<file path="src/rtl/mux_select_arbiter.sv">
// mux_select_arbiter: round-robin owner selection for a shared N-input mux with a bounded hold time
module mux_select_arbiter #(
    parameter int N        = 4,
    parameter int SW       = $clog2(N),
    parameter int MAX_HOLD = 8
) (
    input  logic          clk,
    input  logic          reset,
    input  logic [N-1:0]  req,
    output logic [N-1:0]  grant,
    output logic [SW-1:0] sel,
    output logic          busy,
    output logic          expired
);
    localparam int CW = (MAX_HOLD > 0) ? $clog2(MAX_HOLD + 1) : 1;

    typedef enum logic {IDLE, GRANT} state_t;

    state_t         state_q, state_d;
    logic [N-1:0]   grant_q, grant_d;
    logic [SW-1:0]  sel_q, sel_d;
    logic [SW-1:0]  last_q, last_d;
    logic [CW-1:0]  cnt_q, cnt_d;
    logic           busy_q, busy_d;
    logic           exp_q, exp_d;
    logic           found;
    logic [SW-1:0]  win;
    logic [SW-1:0]  idx;

    // Search for the first requester after the previous owner, wrapping modulo N
    always_comb begin
        found = 1'b0;
        win   = last_q;
        idx   = last_q;
        for (int k = 1; k <= N; k++) begin
            idx = SW'((int'(last_q) + k) % N);
            if (!found && req[idx]) begin
                found = 1'b1;
                win   = idx;
            end
        end
    end

    // Next-state and output decode; sel_q doubles as the owner index while granting
    always_comb begin
        state_d = state_q;
        grant_d = grant_q;
        sel_d   = sel_q;
        last_d  = last_q;
        cnt_d   = cnt_q;
        busy_d  = busy_q;
        exp_d   = 1'b0;
        if (state_q == IDLE) begin
            if (found) begin
                state_d = GRANT;
                grant_d = N'(1) << win;
                sel_d   = win;
                last_d  = win;
                busy_d  = 1'b1;
                cnt_d   = CW'(1);
            end
        end else if (!req[sel_q]) begin
            state_d = IDLE;
            grant_d = '0;
            busy_d  = 1'b0;
        end else if (MAX_HOLD != 0 && cnt_q == CW'(MAX_HOLD)) begin
            state_d = IDLE;
            grant_d = '0;
            busy_d  = 1'b0;
            exp_d   = 1'b1;
        end else begin
            cnt_d = cnt_q + CW'(1);
        end
    end

    // State registers; reset clears outputs immediately and gives requester 0 first priority
    always_ff @(posedge clk or posedge reset) begin
        if (reset) begin
            state_q <= IDLE;
            grant_q <= '0;
            sel_q   <= '0;
            last_q  <= SW'(N - 1);
            cnt_q   <= '0;
            busy_q  <= 1'b0;
            exp_q   <= 1'b0;
        end else begin
            state_q <= state_d;
            grant_q <= grant_d;
            sel_q   <= sel_d;
            last_q  <= last_d;
            cnt_q   <= cnt_d;
            busy_q  <= busy_d;
            exp_q   <= exp_d;
        end
    end

    assign grant   = grant_q;
    assign sel     = sel_q;
    assign busy    = busy_q;
    assign expired = exp_q;
endmodule

</file>
<file path="config.mk">
export PLATFORM = sky130hd
export DESIGN_NAME = mux_select_arbiter
export DESIGN_NICKNAME = d
export VERILOG_FILES = /design/src/rtl/mux_select_arbiter.sv
export SDC_FILE = /design/constraint.sdc
export NUM_CORES = 1
export LEC_CHECK = 0
export ABC_AREA = 1
export ABC_CLOCK_PERIOD_IN_PS = 1640
export BUFFER_PORTS_ARGS = -buffer_cell sky130_fd_sc_hd__buf_4
export CORE_MARGIN = 5
export CORE_UTILIZATION = 45
export DETAILED_ROUTE_END_ITERATION = 7
export GPL_TIMING_DRIVEN = 0
export PLACE_DENSITY = 0.67
export SLEW_MARGIN = 20
export SYNTH_ARGS = -nofsm -noshare
export SYNTH_HDL_FRONTEND = slang
export SYNTH_SLANG_ARGS = --single-unit
export TNS_END_PERCENT = 10
</file>
<file path="constraint.sdc">
create_clock -name clk -period 1.64 [get_ports clk]
set_clock_uncertainty 0.15 [all_clocks]
set_input_delay 0.328 -clock clk [delete_from_list [all_inputs] [get_ports clk]]
set_output_delay 0.328 -clock clk [all_outputs]
set_load 0.01 [all_outputs]
</file>
==> results.md, run 1 <==
- The max-cap violation count is 0.
- Measured against its own limit, the worst slew margin works out to 59.9%.
- The startpoint type of the worst setup path is a flop.
- The area added between synthesis and finish is 30.8%.
- The highest-delay cell along the critical path is dfstp_2.
- The number of antenna diodes in the final layout is 0.
- Setup violations remaining at the end of the flow were counted as 14.
- Clock-pin slew was measured on the worst setup and hold paths at 0.10 ns.
- The worst hold path was traced through 2 stages.
- The wire-length estimate of the detail-placed layout is 1.68 mm.
- Timing analysis after detailed placement gives a worst setup slack of -0.257 ns.
- The routed design has 2.33 mm of wire.
- The overall overflow remaining after global route is 0.
- Summed over all cells, the static leakage comes to 0.000732 uW.
- The number of warning messages in the yosys log is 0.
- Summing internal, switching and leakage power gives 3040 uW.
- After layout, the worst setup slack is -0.233 ns.
- The total nets after synthesis is 151.
- After synthesis the cells add up to 0.00103 mm^2.
- The global-route wire length before repair is 4.15 mm.
- The count of unresolved DRC violations after routing is 0.
- The startpoint identified for the worst register-to-register timing path is last_q[0].
- The number of antenna violations at the first check in global routing came to 0.
- In the final routed layout, each cell accounts on average for 11.8 um.
- STA puts the critical path data arrival time at 1.91 ns.
- The setup check on the worst reg-to-reg path leaves a slack of -0.23 ns.
- The final reports fail on negative setup slack.
- The fill cell instance count of the final layout is 205.
- The final hold violation count is 0.
- The I/O pin total is 14.
- The region available for standard cell placement spans 0.00219 mm^2.
- In this run the critical register-to-register path is captured at sel[1].
- Synthesis inferred 15 register bits.
- Across all layers, the routed design uses 968 vias.
- TritonCTS built the clock tree.
- Global routing used 15.6% of the available tracks across all layers.
- The detail route stage leaves a number of antenna-violating nets equal to 0.
- Signal routing reaches up to met4.
- The number of nets in the finished design is 178.
- CTS built an H-tree with a depth of 1.
- The cell family contributing the most delay on the critical path is simple AND/OR/NAND/NOR gates.
- The sum of routed wire segments on met1 is 989 um.
- Across the VDD grid, the largest voltage drop is 0.00111 V.
- The via count of the first global-routing pass is 982.
- The highest attainable clock frequency is 534 MHz.
- In this run the vertical extent of the chip is 57.8 um.
- In the final layout, the multi-input gates occupy 659 um^2.
- The critical path goes through buf_6 > nand2_1 > nand2_2 > nand2_1 > nand2_2 > inv_1 > nand3_4 > nand2_8 > buf_4 > nand2_1 > nand2_1.
- At the later pin of the worst-skew pair, clock insertion delay measures 0.29 ns.
- The total count of max-transition violations in the final report was 0.
- The cell depth of the worst flop-to-flop path is 11.
- The library cell appearing most often on the critical path is nand2_1.
- Summed over all nets, wire length on met3 after detailed routing comes to 58 um.
- The clock tree root buffer cell is clkbuf_4.
- The die is 57.8 um wide.
- For this design the ratio of total power to cell area is 2260 mW/mm^2.
- In this run, the number of DRC markers left after iteration 0 of detailed routing was 20.
- In this run, CTS created clock tree buffers numbering 3.
- The full die area is 0.00334 mm^2.
- The wire length on met2 is 1.24 mm.
- Setup repair after global routing could not meet its margin everywhere.
- The storage element area is 378 um^2.
- The highest net fanout along the worst path is 10.
- In this run the core area contains 17 standard-cell rows.
- The proportion of synthesized chip area in sequential cells is 36.7%.
- The synthesized instance count is 143.
- The average size of a mapped cell is 7.19 um^2.
- The path class of the tightest hold or removal check is flop to flop.
- The number of distinct standard cells referenced by the synthesized netlist is 21.
- The starting density of the core is 46.9%.
- The worst setup path is captured at a flop.
- The count of buffers added on input and output ports is 13.
- The global placer's final weighted congestion is 0.907.
- Dividing the detail-routed via count by the number of cells gives 4.91.
- The shortest period the worst path allows is 1.87 ns.
- The share of post-route cells with drive strength above 1 is 39.1%.
- The flow ran to the end, but the final reports show violations.
- The critical path contains buffers and inverters numbering 3 combined.
- The path with the worst hold slack has its endpoint at busy.
- The startpoint identified for the worst hold timing path is busy.
- The worst setup path is of the flop to flop kind.
- The final clock period utilization by the worst path is 114%.
- At the pin with the least slew margin, the transition time is 0.601 ns.
- CTS saw 15 sinks.
- The pre-antenna-repair detailed-routing pass consisted of 5 iterations.
- For the worst setup path, the data required time is 1.68 ns.
- Entering global routing, the biggest net connects 16 pins.
- The peak per-stage delay on the critical path is 0.56 ns.
- The clock tree buffer depth is 2.
[cell usage in the layout (no fill, tap or decap), types with 2 or more instances in the layout]
cell / count
nand2_4: 8
buf_6: 2
o21ai_2: 4
nor2_2: 3
nand3_2: 2
dfrtp_1: 13
nand4_1: 2
inv_1: 10
o21ai_0: 2
nand2_2: 12
nor2_1: 2
dfstp_2: 2
o21ai_1: 2
clkbuf_4: 3
nand3_1: 13
xor2_1: 2
buf_4: 21
inv_2: 3
nand2_1: 52
ha_1: 2
[layer usage]
metal  GRT usage, %  vias to the layer above
li1               -                      504
met1           17.9                      444
met2           28.1                       15
met3           2.90                        5
met4           6.95                        0
met5              0                        -
[power breakdown]
group          switching [uW]  internal [uW]  leakage (uW)  total, uW
Sequential                122            534      0.000189        656
Combinational            1320            838      0.000526       2160
Clock                     127           90.6     0.0000177        218
Total                    1570           1460      0.000732       3040
[area by class of cell]
class / instances / share of cell area [%]
Inverter: 14 / 4.09
Sequential cell: 15 / 28.1
Multi-Input combinational cell: 112 / 49.0
Tap cell: 28 / 2.60
Clock buffer: 3 / 1.67
Timing Repair Buffer: 22 / 12.5
Clock inverter: 1 / 0.372
Buffer: 2 / 1.67
[cells in the mapped netlist, drive strengths merged]
cell | n | area, um^2
nand4 | 2 | 12.5
o21ai | 9 | 60.1
nand3b | 1 | 7.51
ha | 2 | 25.0
nand3 | 16 | 90.1
xor2 | 2 | 17.5
buf | 2 | 18.8
dfstp | 2 | 52.6
inv | 14 | 52.6
nor2 | 6 | 30.0
a21oi | 1 | 5.00
nand2 | 73 | 332
dfrtp | 13 | 325
[through the flow]
| stage | setup TNS (ns) | hold slack (ns) | area [um^2] | util, % | instances |
|---|---|---|---|---|---|
| 2_1_floorplan | -0.683 | 0.0780 | 1030 | - | 143 |
| 3_3_place_gp | -2.54 | 0.267 | 1160 | 53.0 | 184 |
| 3_5_place_dp | -2.81 | 0.286 | 1160 | 53.0 | 184 |
| 4_1_cts | -2.56 | 0.334 | 1290 | 58.8 | 196 |
| 5_1_grt | -3.81 | 0.379 | 1350 | 61.4 | 197 |
| 6_report | -2.67 | 0.328 | 1350 | 61.4 | 197 |
[worst max path at each step]
stage	start	end	depth (start not counted)
finish	last_q[0]	sel[1]	11
floorplan	last_q[0]	sel[0]	12
global route	last_q[0]	sel[1]	12
CTS	last_q[0]	cnt_q[0]	12
global placement	last_q[0]	sel[0]	12
detailed placement	last_q[0]	sel[0]	12
[what timing repair did]
action,4_1_cts,5_1_grt
pin swaps,7,8
endpoints found under the setup margin,14,14
setup buffers,7,1
hold buffers,1,0
gates cloned,0,0
endpoints found under the hold margin,13,0
gates resized for setup,9,15
[state kept, by name, indices dropped and copies added (netlist names)]
register	flops
last_q	2
grant	4
sel	2
state_q	1
busy	1
expired	1
cnt_q	4
[worst min-delay path: stages (launching register included)]
cell and delay (ns):
dfrtp_1 0.35, nand2_1 0.05, nand2_1 0.05
[cell families after synthesis]
kind of cell               share of synthesized area [%]
and+or+nand+nor                                     45.9
DFF                                                 36.7
xor gates and xnor gates                            1.70
buffers and inverters                               6.93
adders and majority gates                           2.43
AOI/OAI and AO/OA                                   6.32
Note: power is estimated with default switching activity, not from simulation.
==> run 2: changes to the inputs <==
--- a/config.mk
+++ b/config.mk
@@ -13,6 +13,7 @@
 export DETAILED_ROUTE_END_ITERATION = 7
 export GPL_TIMING_DRIVEN = 0
 export PLACE_DENSITY = 0.67
+export RECOVER_POWER = 25
 export SLEW_MARGIN = 20
 export SYNTH_ARGS = -nofsm -noshare
 export SYNTH_HDL_FRONTEND = slang
==> run 2 against run 1 <==
Compared with the run above: the flow still finishes with violations (negative setup slack); clock-buffer cell count stayed put; sequential power hardly changed; total power hardly changed; register-to-register slack hardly changed; sequential share of layout area is 0.079 points higher; utilization is 0.17 points lower; critical path type unchanged.
==> results.md, run 2 (synthesized netlist as in run 1, its figures left out) <==
- The remaining max-slew budget at the tightest pin is 59.9%.
- The count of final setup violators is 14.
- The peak per-stage delay on the critical path is 0.56 ns.
- The kind of capture point of the worst setup path is a flop.
- The detail route stage leaves a number of antenna-violating nets equal to 0.
- The number of violations reported at the end of detailed-routing iteration 0 is 20.
- The congestion estimate from routability-driven global placement came to 0.907.
- Row generation in the floorplan step produced 17 rows.
- The highest net fanout along the worst path is 10.
- CTS built an H-tree with a depth of 1.
- The highest-delay cell along the critical path is dfstp_2.
- Internal power comes to 1460 uW.
- The type of the setup path with the least slack is flop to flop.
- After filler insertion, the fill cell instance count of the layout stands at 207.
- The most numerous cell type found on the critical path is nand2_1.
- For this run the aggregate overflow at the end of global routing stands at 0.
- The detailed-route via count is 968.
- After detailed routing, the number of remaining DRC violations is 0.
- The longest clock path from root to sink contains 2 buffers.
- The run finished, with violations left.
- The smallest setup slack after layout is -0.233 ns.
- The final hold violation count is 0.
- The tightest hold path in the finished design has a slack of 0.328 ns.
- In this run the tool buffered the top-level ports with 13 buffer cells.
- After layout, the design draws a total of 3040 uW.
- The number of nets in the finished design is 178.
- Global routing used 15.6% of the available tracks.
- The via count of the first global-routing pass is 982.
- The number of antenna diodes is 0.
- The static leakage is 0.000728 uW.
- The per-cell routed wire length is 11.8 um.
- The switching power summed over all nets is 1570 uW.
- The max-cap violation count is 0.
- The leading cell type in the layout, fill and taps excluded is nand2_1.
- The final clock period utilization by the worst path is 114%.
- The area growth from synthesis to layout is 30.4%.
- The die extent in y is 57.8 um.
- Combinational logic is responsible for 71.2% of the overall power.
- The clock tree root buffer cell is clkbuf_4.
- Setup repair after global routing could not meet its margin everywhere.
- The clock network fraction of design power is 7.2%.
- Dividing total power by cell area gives a power density of 2260 mW/mm^2.
- The initial utilization of the core area, before any placement, comes to 46.9%.
- Based on the critical path, the design can be clocked at up to 534 MHz.
- The half-perimeter wire length after placement is 1.68 mm.
- The final layout contains routed wiring with a total length of 2.33 mm.
- Before antenna repair, the detailed router went through 5 iterations.
- The die covers 0.00334 mm^2.
- The total count of max-transition violations in the final report is 0.
- Entering global routing, the biggest net connects 16 pins.
- During I/O placement, the number of pins put on the boundary was 14.
- STA classifies the critical path startpoint as a flop.
- Clock tree synthesis found a total of 15 sinks.
- The signal on the critical path passes through buf_6 > nand2_1 > nand2_2 > nand2_1 > nand2_2 > inv_1 > nand3_4 > nand2_8 > buf_4 > nand2_1 > nand2_1.
- The shortest period the worst path allows is 1.87 ns.
- The slew at the pin closest to its max-slew limit is 0.601 ns.
- For the worst-skew pair, the clock arrives at the later sink with an insertion delay of 0.29 ns.
- Clock-pin slew was measured on the worst setup and hold paths at 0.10 ns.
- The worst hold path class is flop to flop.
- The checks that failed: negative setup slack.
- The CTS tree is done.
- The share of post-route cells with drive strength above 1 is 38.5%.
- The post-detailed-route via-to-cell ratio is 4.91.
- The number of buffers added by the clock tree synthesis step is 3.
- Per report_power, the sequential group accounts for 21.6% of the total.
- Leaving out fill and tap cells, the most frequent cells in the layout are nand2_1, buf_4, nand3_1, dfrtp_1, nand2_2.
- The global-route wire length before repair is 4.15 mm.
- The maximum ir drop on the vdd rail is 0.00111 V.
- The core outline area is 0.00219 mm^2.
- Of the total power, the share spent switching nets is 51.8%.
- The number of antenna violations at the first check in global routing is 0.
- In the final timing run, aggregate negative setup slack is -2.67 ns.
- The die is 57.8 um wide.
- The critical path arrival is 1.91 ns.
- The required time of the worst setup path is 1.68 ns.
-- run 2: changes by cell type in the layout (fill, tap and decap cells not counted), sizes merged --
cell,before,now
buf,23,21
clkbuf,3,5
-- run 2: cell type report --
cell class	instances	area [um^2]	share of cell area [%]
Buffer	2	22.5	1.68
Clock buffer	3	22.5	1.68
Clock inverter	1	5.00	0.373
Inverter	14	55.1	4.10
Multi-Input combinational cell	112	659	49.2
Sequential cell	15	378	28.2
Tap cell	28	35.0	2.61
Timing Repair Buffer	22	164	12.2
-- run 2: critical path, delay by kind of cell (launching register included) --
family	cells	cell delay, ns
AND/OR/NAND/NOR	8	0.70
flip-flops	1	0.56
buffers and inverters	3	0.38
-- run 2: power groups by stage --
stage / Clock [uW] / Combinational (uW) / Sequential, uW
after global placement: 0 / 1700 / 659
after floorplan: 0 / 1340 / 672
after global routing: 238 / 2420 / 678
after detailed placement: 0 / 1730 / 668
final: 218 / 2160 / 656
after CTS: 217 / 2020 / 653
-- run 2: worst paths after layout --
check / cells after the start / slack [ns] / endpoint / from
min in group asynchronous: 3 / 0.51 / cnt_q[3] / reset
setup / recovery: 11 / -0.23 / sel[1] / last_q[0]
hold / removal: 2 / 0.33 / busy / busy
hold reg to reg: 2 / 0.33 / busy / busy
max in group asynchronous: 3 / 0.44 / sel[0] / reset
setup reg to reg: 11 / -0.23 / sel[1] / last_q[0]
-- run 2: metal layers --
metal | vias up | track usage (%) | routed length, um
li1 | 504 | - | -
met1 | 444 | 17.9 | 990
met2 | 15 | 28.1 | 1240
met3 | 5 | 2.90 | 58
met4 | 0 | 6.95 | 43
met5 | - | 0 | 0
-- run 2: timing repair --
action / in CTS / in global routing
resized for setup: 9 / 15
hold buffers: 1 / 0
pin swaps: 7 / 8
buffers inserted: 7 / 1
hold endpoints to repair: 13 / 0
setup endpoints to repair: 14 / 14
-- run 2: stage by stage --
stage	util (%)	cells	area, um^2	worst slack (ns)
after floorplan	-	143	1030	-0.0963
after detailed placement	53.0	184	1160	-0.257
after CTS	58.8	196	1290	-0.237
final	61.2	197	1340	-0.233
after global routing	61.2	197	1340	-0.308
after global placement	53.0	184	1160	-0.234
==> run 3: changes to the inputs <==
==> constraint.sdc (replaced) <==
create_clock -name clk -period 1.64 [get_ports clk]
set_clock_uncertainty 0.15 [all_clocks]
set_input_delay 0.41 -clock clk [delete_from_list [all_inputs] [get_ports clk]]
set_output_delay 0.41 -clock clk [all_outputs]
set_load 0.01 [all_outputs]
==> run 3 against run 2 <==
Compared with the run above: the flow still finishes with violations (negative setup slack); first-iteration DRC count down 5.0%; sequential cell count unchanged; clock-buffer cell count unchanged; routed wire length down 0.43%; global-route usage about the same; total power about the same; register-to-register slack about the same; largest power group unchanged.
==> results.md, run 3 (synthesized netlist as in run 1, its figures left out) <==
- The library cell used most frequently in the layout, excluding fill and tap cells, is nand2_1.
- The number of antenna violations at the first check in global routing is 0.
- The count of non-filler cells in the finished layout is 196.
- The first global-routing pass estimated 4.14 mm of wire.
- The I/O pin total is 14.
- The remaining max-slew budget at the tightest pin is 59.9%.
- The count of nets left with antenna violations once routing finished came out at 0.
- In the layout the commonest cells are nand2_1, buf_4, nand3_1, dfrtp_1, nand2_2.
- Cells fill 60.9% of the core in the end.
- The total overflow left after global routing is 0.
- The die extent in y is 57.8 um.
- Subtracting the final worst setup slack from the clock period gives 1.87 ns.
- The tool flagged a number of max-cap violations equal to 0.
- The checks that failed: negative setup slack.
- The critical path is of the flop to flop type.
- The analysis attributes to cell leakage a power of 0.000728 uW.
- The final critical path takes up 114% of the cycle.
- The maximum ir drop on the vdd rail is 0.00111 V.
- In this run the number of H-tree levels came out at 1.
- Counting the fill cells in the layout gives 208.
- The post-placement cell count is 184.
- The largest net degree at the start of global routing is 16.
- The net switching fraction of the power is 51.9%.
- After detailed routing, the number of vias per cell comes to 4.92.
- The later pin in the worst-skew pair is clocked with a latency of 0.29 ns.
- During placement, the flow inserted port buffers numbering 13.
- The global placer's final weighted congestion is 0.907.
- The final layout contains routed wiring with a total length of 2.32 mm.
- For this run, the top clock speed supported by timing is 534 MHz.
- The number of antenna diodes in the final layout is 0.
- Per report_power, the combinational group accounts for 71.2% of the total.
- The CTS tree is done.
- The die span in x is 57.8 um.
- Data on the critical path arrives at its endpoint at 1.91 ns.
- The placement row count is 17.
- The tightest min-delay check is of the primary input to asynchronous set/reset pin type.
- Setup repair after global routing could not meet its margin everywhere.
- After clock tree synthesis, the clock-pin slew on the worst setup and hold paths is 0.10 ns.
- The via count of the first global-routing pass is 979.
- The count of final setup violators is 14.
- The count of hold buffers inserted by post-cts repair is 0.
- The full die area is 0.00334 mm^2.
- The number of iterations in the first detailed-routing pass is 5.
- For this run, the total global-route usage over all layers was measured as 15.6%.
- The total power is 3040 uW.
- The setup total negative slack is -2.67 ns.
- The per-cell routed wire length is 11.8 um.
- The switching power summed over all nets is 1570 uW.
- The number of violations reported at the end of detailed-routing iteration 0 is 19.
- The relative contribution of sequential cells to total power is 21.6%.
- The tightest hold path in the finished design has a slack of 0.0328 ns.
- In the final layout, the share of cells above drive strength 1 is 39.3%.
- From synthesis to final layout, the design area changed by 29.8%.
- In this run the worst path has a maximum fanout of 10.
- In the routed design, unresolved DRC markers number 0.
- The total power per unit cell area is 2270 mW/mm^2.
- The routed layout has 964 vias.
- Counting the buffers created by CTS gives 3.
- The clock tree root buffer cell is clkbuf_4.
- For the pin with the worst max-slew slack, the measured transition is 0.601 ns.
- Once routing completed, OpenROAD measured the worst setup slack at -0.233 ns.
- The number of nets in the finished design is 177.
- The required time of the worst setup path is 1.68 ns.
- The final hold violation count is 0.
- The internal power of the cells totals 1460 uW.
- The starting density of the core is 46.9%.
- The core outline area is 0.00219 mm^2.
- Summed over all nets, the half-perimeter wirelength after detailed placement is 1.68 mm.
- The total count of max-transition violations in the final report is 0.
- The clock sink count is 15.
- The kind of capture point of the worst setup path is a flop.
- The flow ran to the end, but the final reports show violations.
- The clock network fraction of design power is 7.2%.
- The clock tree buffer depth is 2.
- The startpoint type of the worst setup path is a flop.
## run 3: worst paths after layout
path                                 from        to  slack [ns]  cells after the start
worst max-delay path            last_q[0]    sel[1]       -0.23                     11
worst min-delay path                reset  cnt_q[3]        0.03                      2
worst max register to register  last_q[0]    sel[1]       -0.23                     11
worst min register to register       busy      busy        0.33                      2
max in group asynchronous           reset    sel[0]        0.92                      2
min in group clk                     busy      busy        0.33                      2
## run 3: repair_timing
action / 4_1_cts / 5_1_grt
cloned: 0 / 0
resized for setup: 9 / 15
setup buffers: 7 / 1
setup endpoints to repair: 14 / 14
pin swaps: 7 / 8
## run 3: area by class of cell
cell class / count / area (um^2) / share of cell area, %
clock inverters: 1 / 5.00 / 0.375
inverters: 14 / 55.1 / 4.12
multi-input cells: 112 / 659 / 49.4
plain buffers: 2 / 22.5 / 1.69
flip-flops and latches: 15 / 378 / 28.3
well taps: 28 / 35.0 / 2.62
repair buffers: 21 / 158 / 11.8
clock buffers: 3 / 22.5 / 1.69
## run 3: stage by stage
stage               setup WS (ns)  instance area [um^2]
detailed placement         -0.257                  1160
finish                     -0.233                  1340
global placement           -0.234                  1160
floorplan                 -0.0963                  1030
CTS                        -0.237                  1280
global route               -0.308                  1340
## run 3: power by group through the flow
stage | registers [uW] | logic, uW | clock network [uW]
2_1_floorplan | 672 | 1340 | 0
3_5_place_dp | 668 | 1730 | 0
5_1_grt | 678 | 2410 | 238
3_3_place_gp | 659 | 1700 | 0
4_1_cts | 653 | 2020 | 217
6_report | 656 | 2160 | 218
## run 3: worst max-delay path, stage by stage, from the launching register on
cell and delay, ns:
dfstp_2 0.56, buf_6 0.14, nand2_1 0.07, nand2_2 0.12, nand2_1 0.08, nand2_2 0.10
inv_1 0.09, nand3_4 0.13, nand2_8 0.10, buf_4 0.15, nand2_1 0.05, nand2_1 0.05
## run 3: metal layers
metal,routed length (um),track usage [%]
met1,982,17.7
met2,1230,28.1
met3,58,2.90
met4,43,6.95
met5,0,0
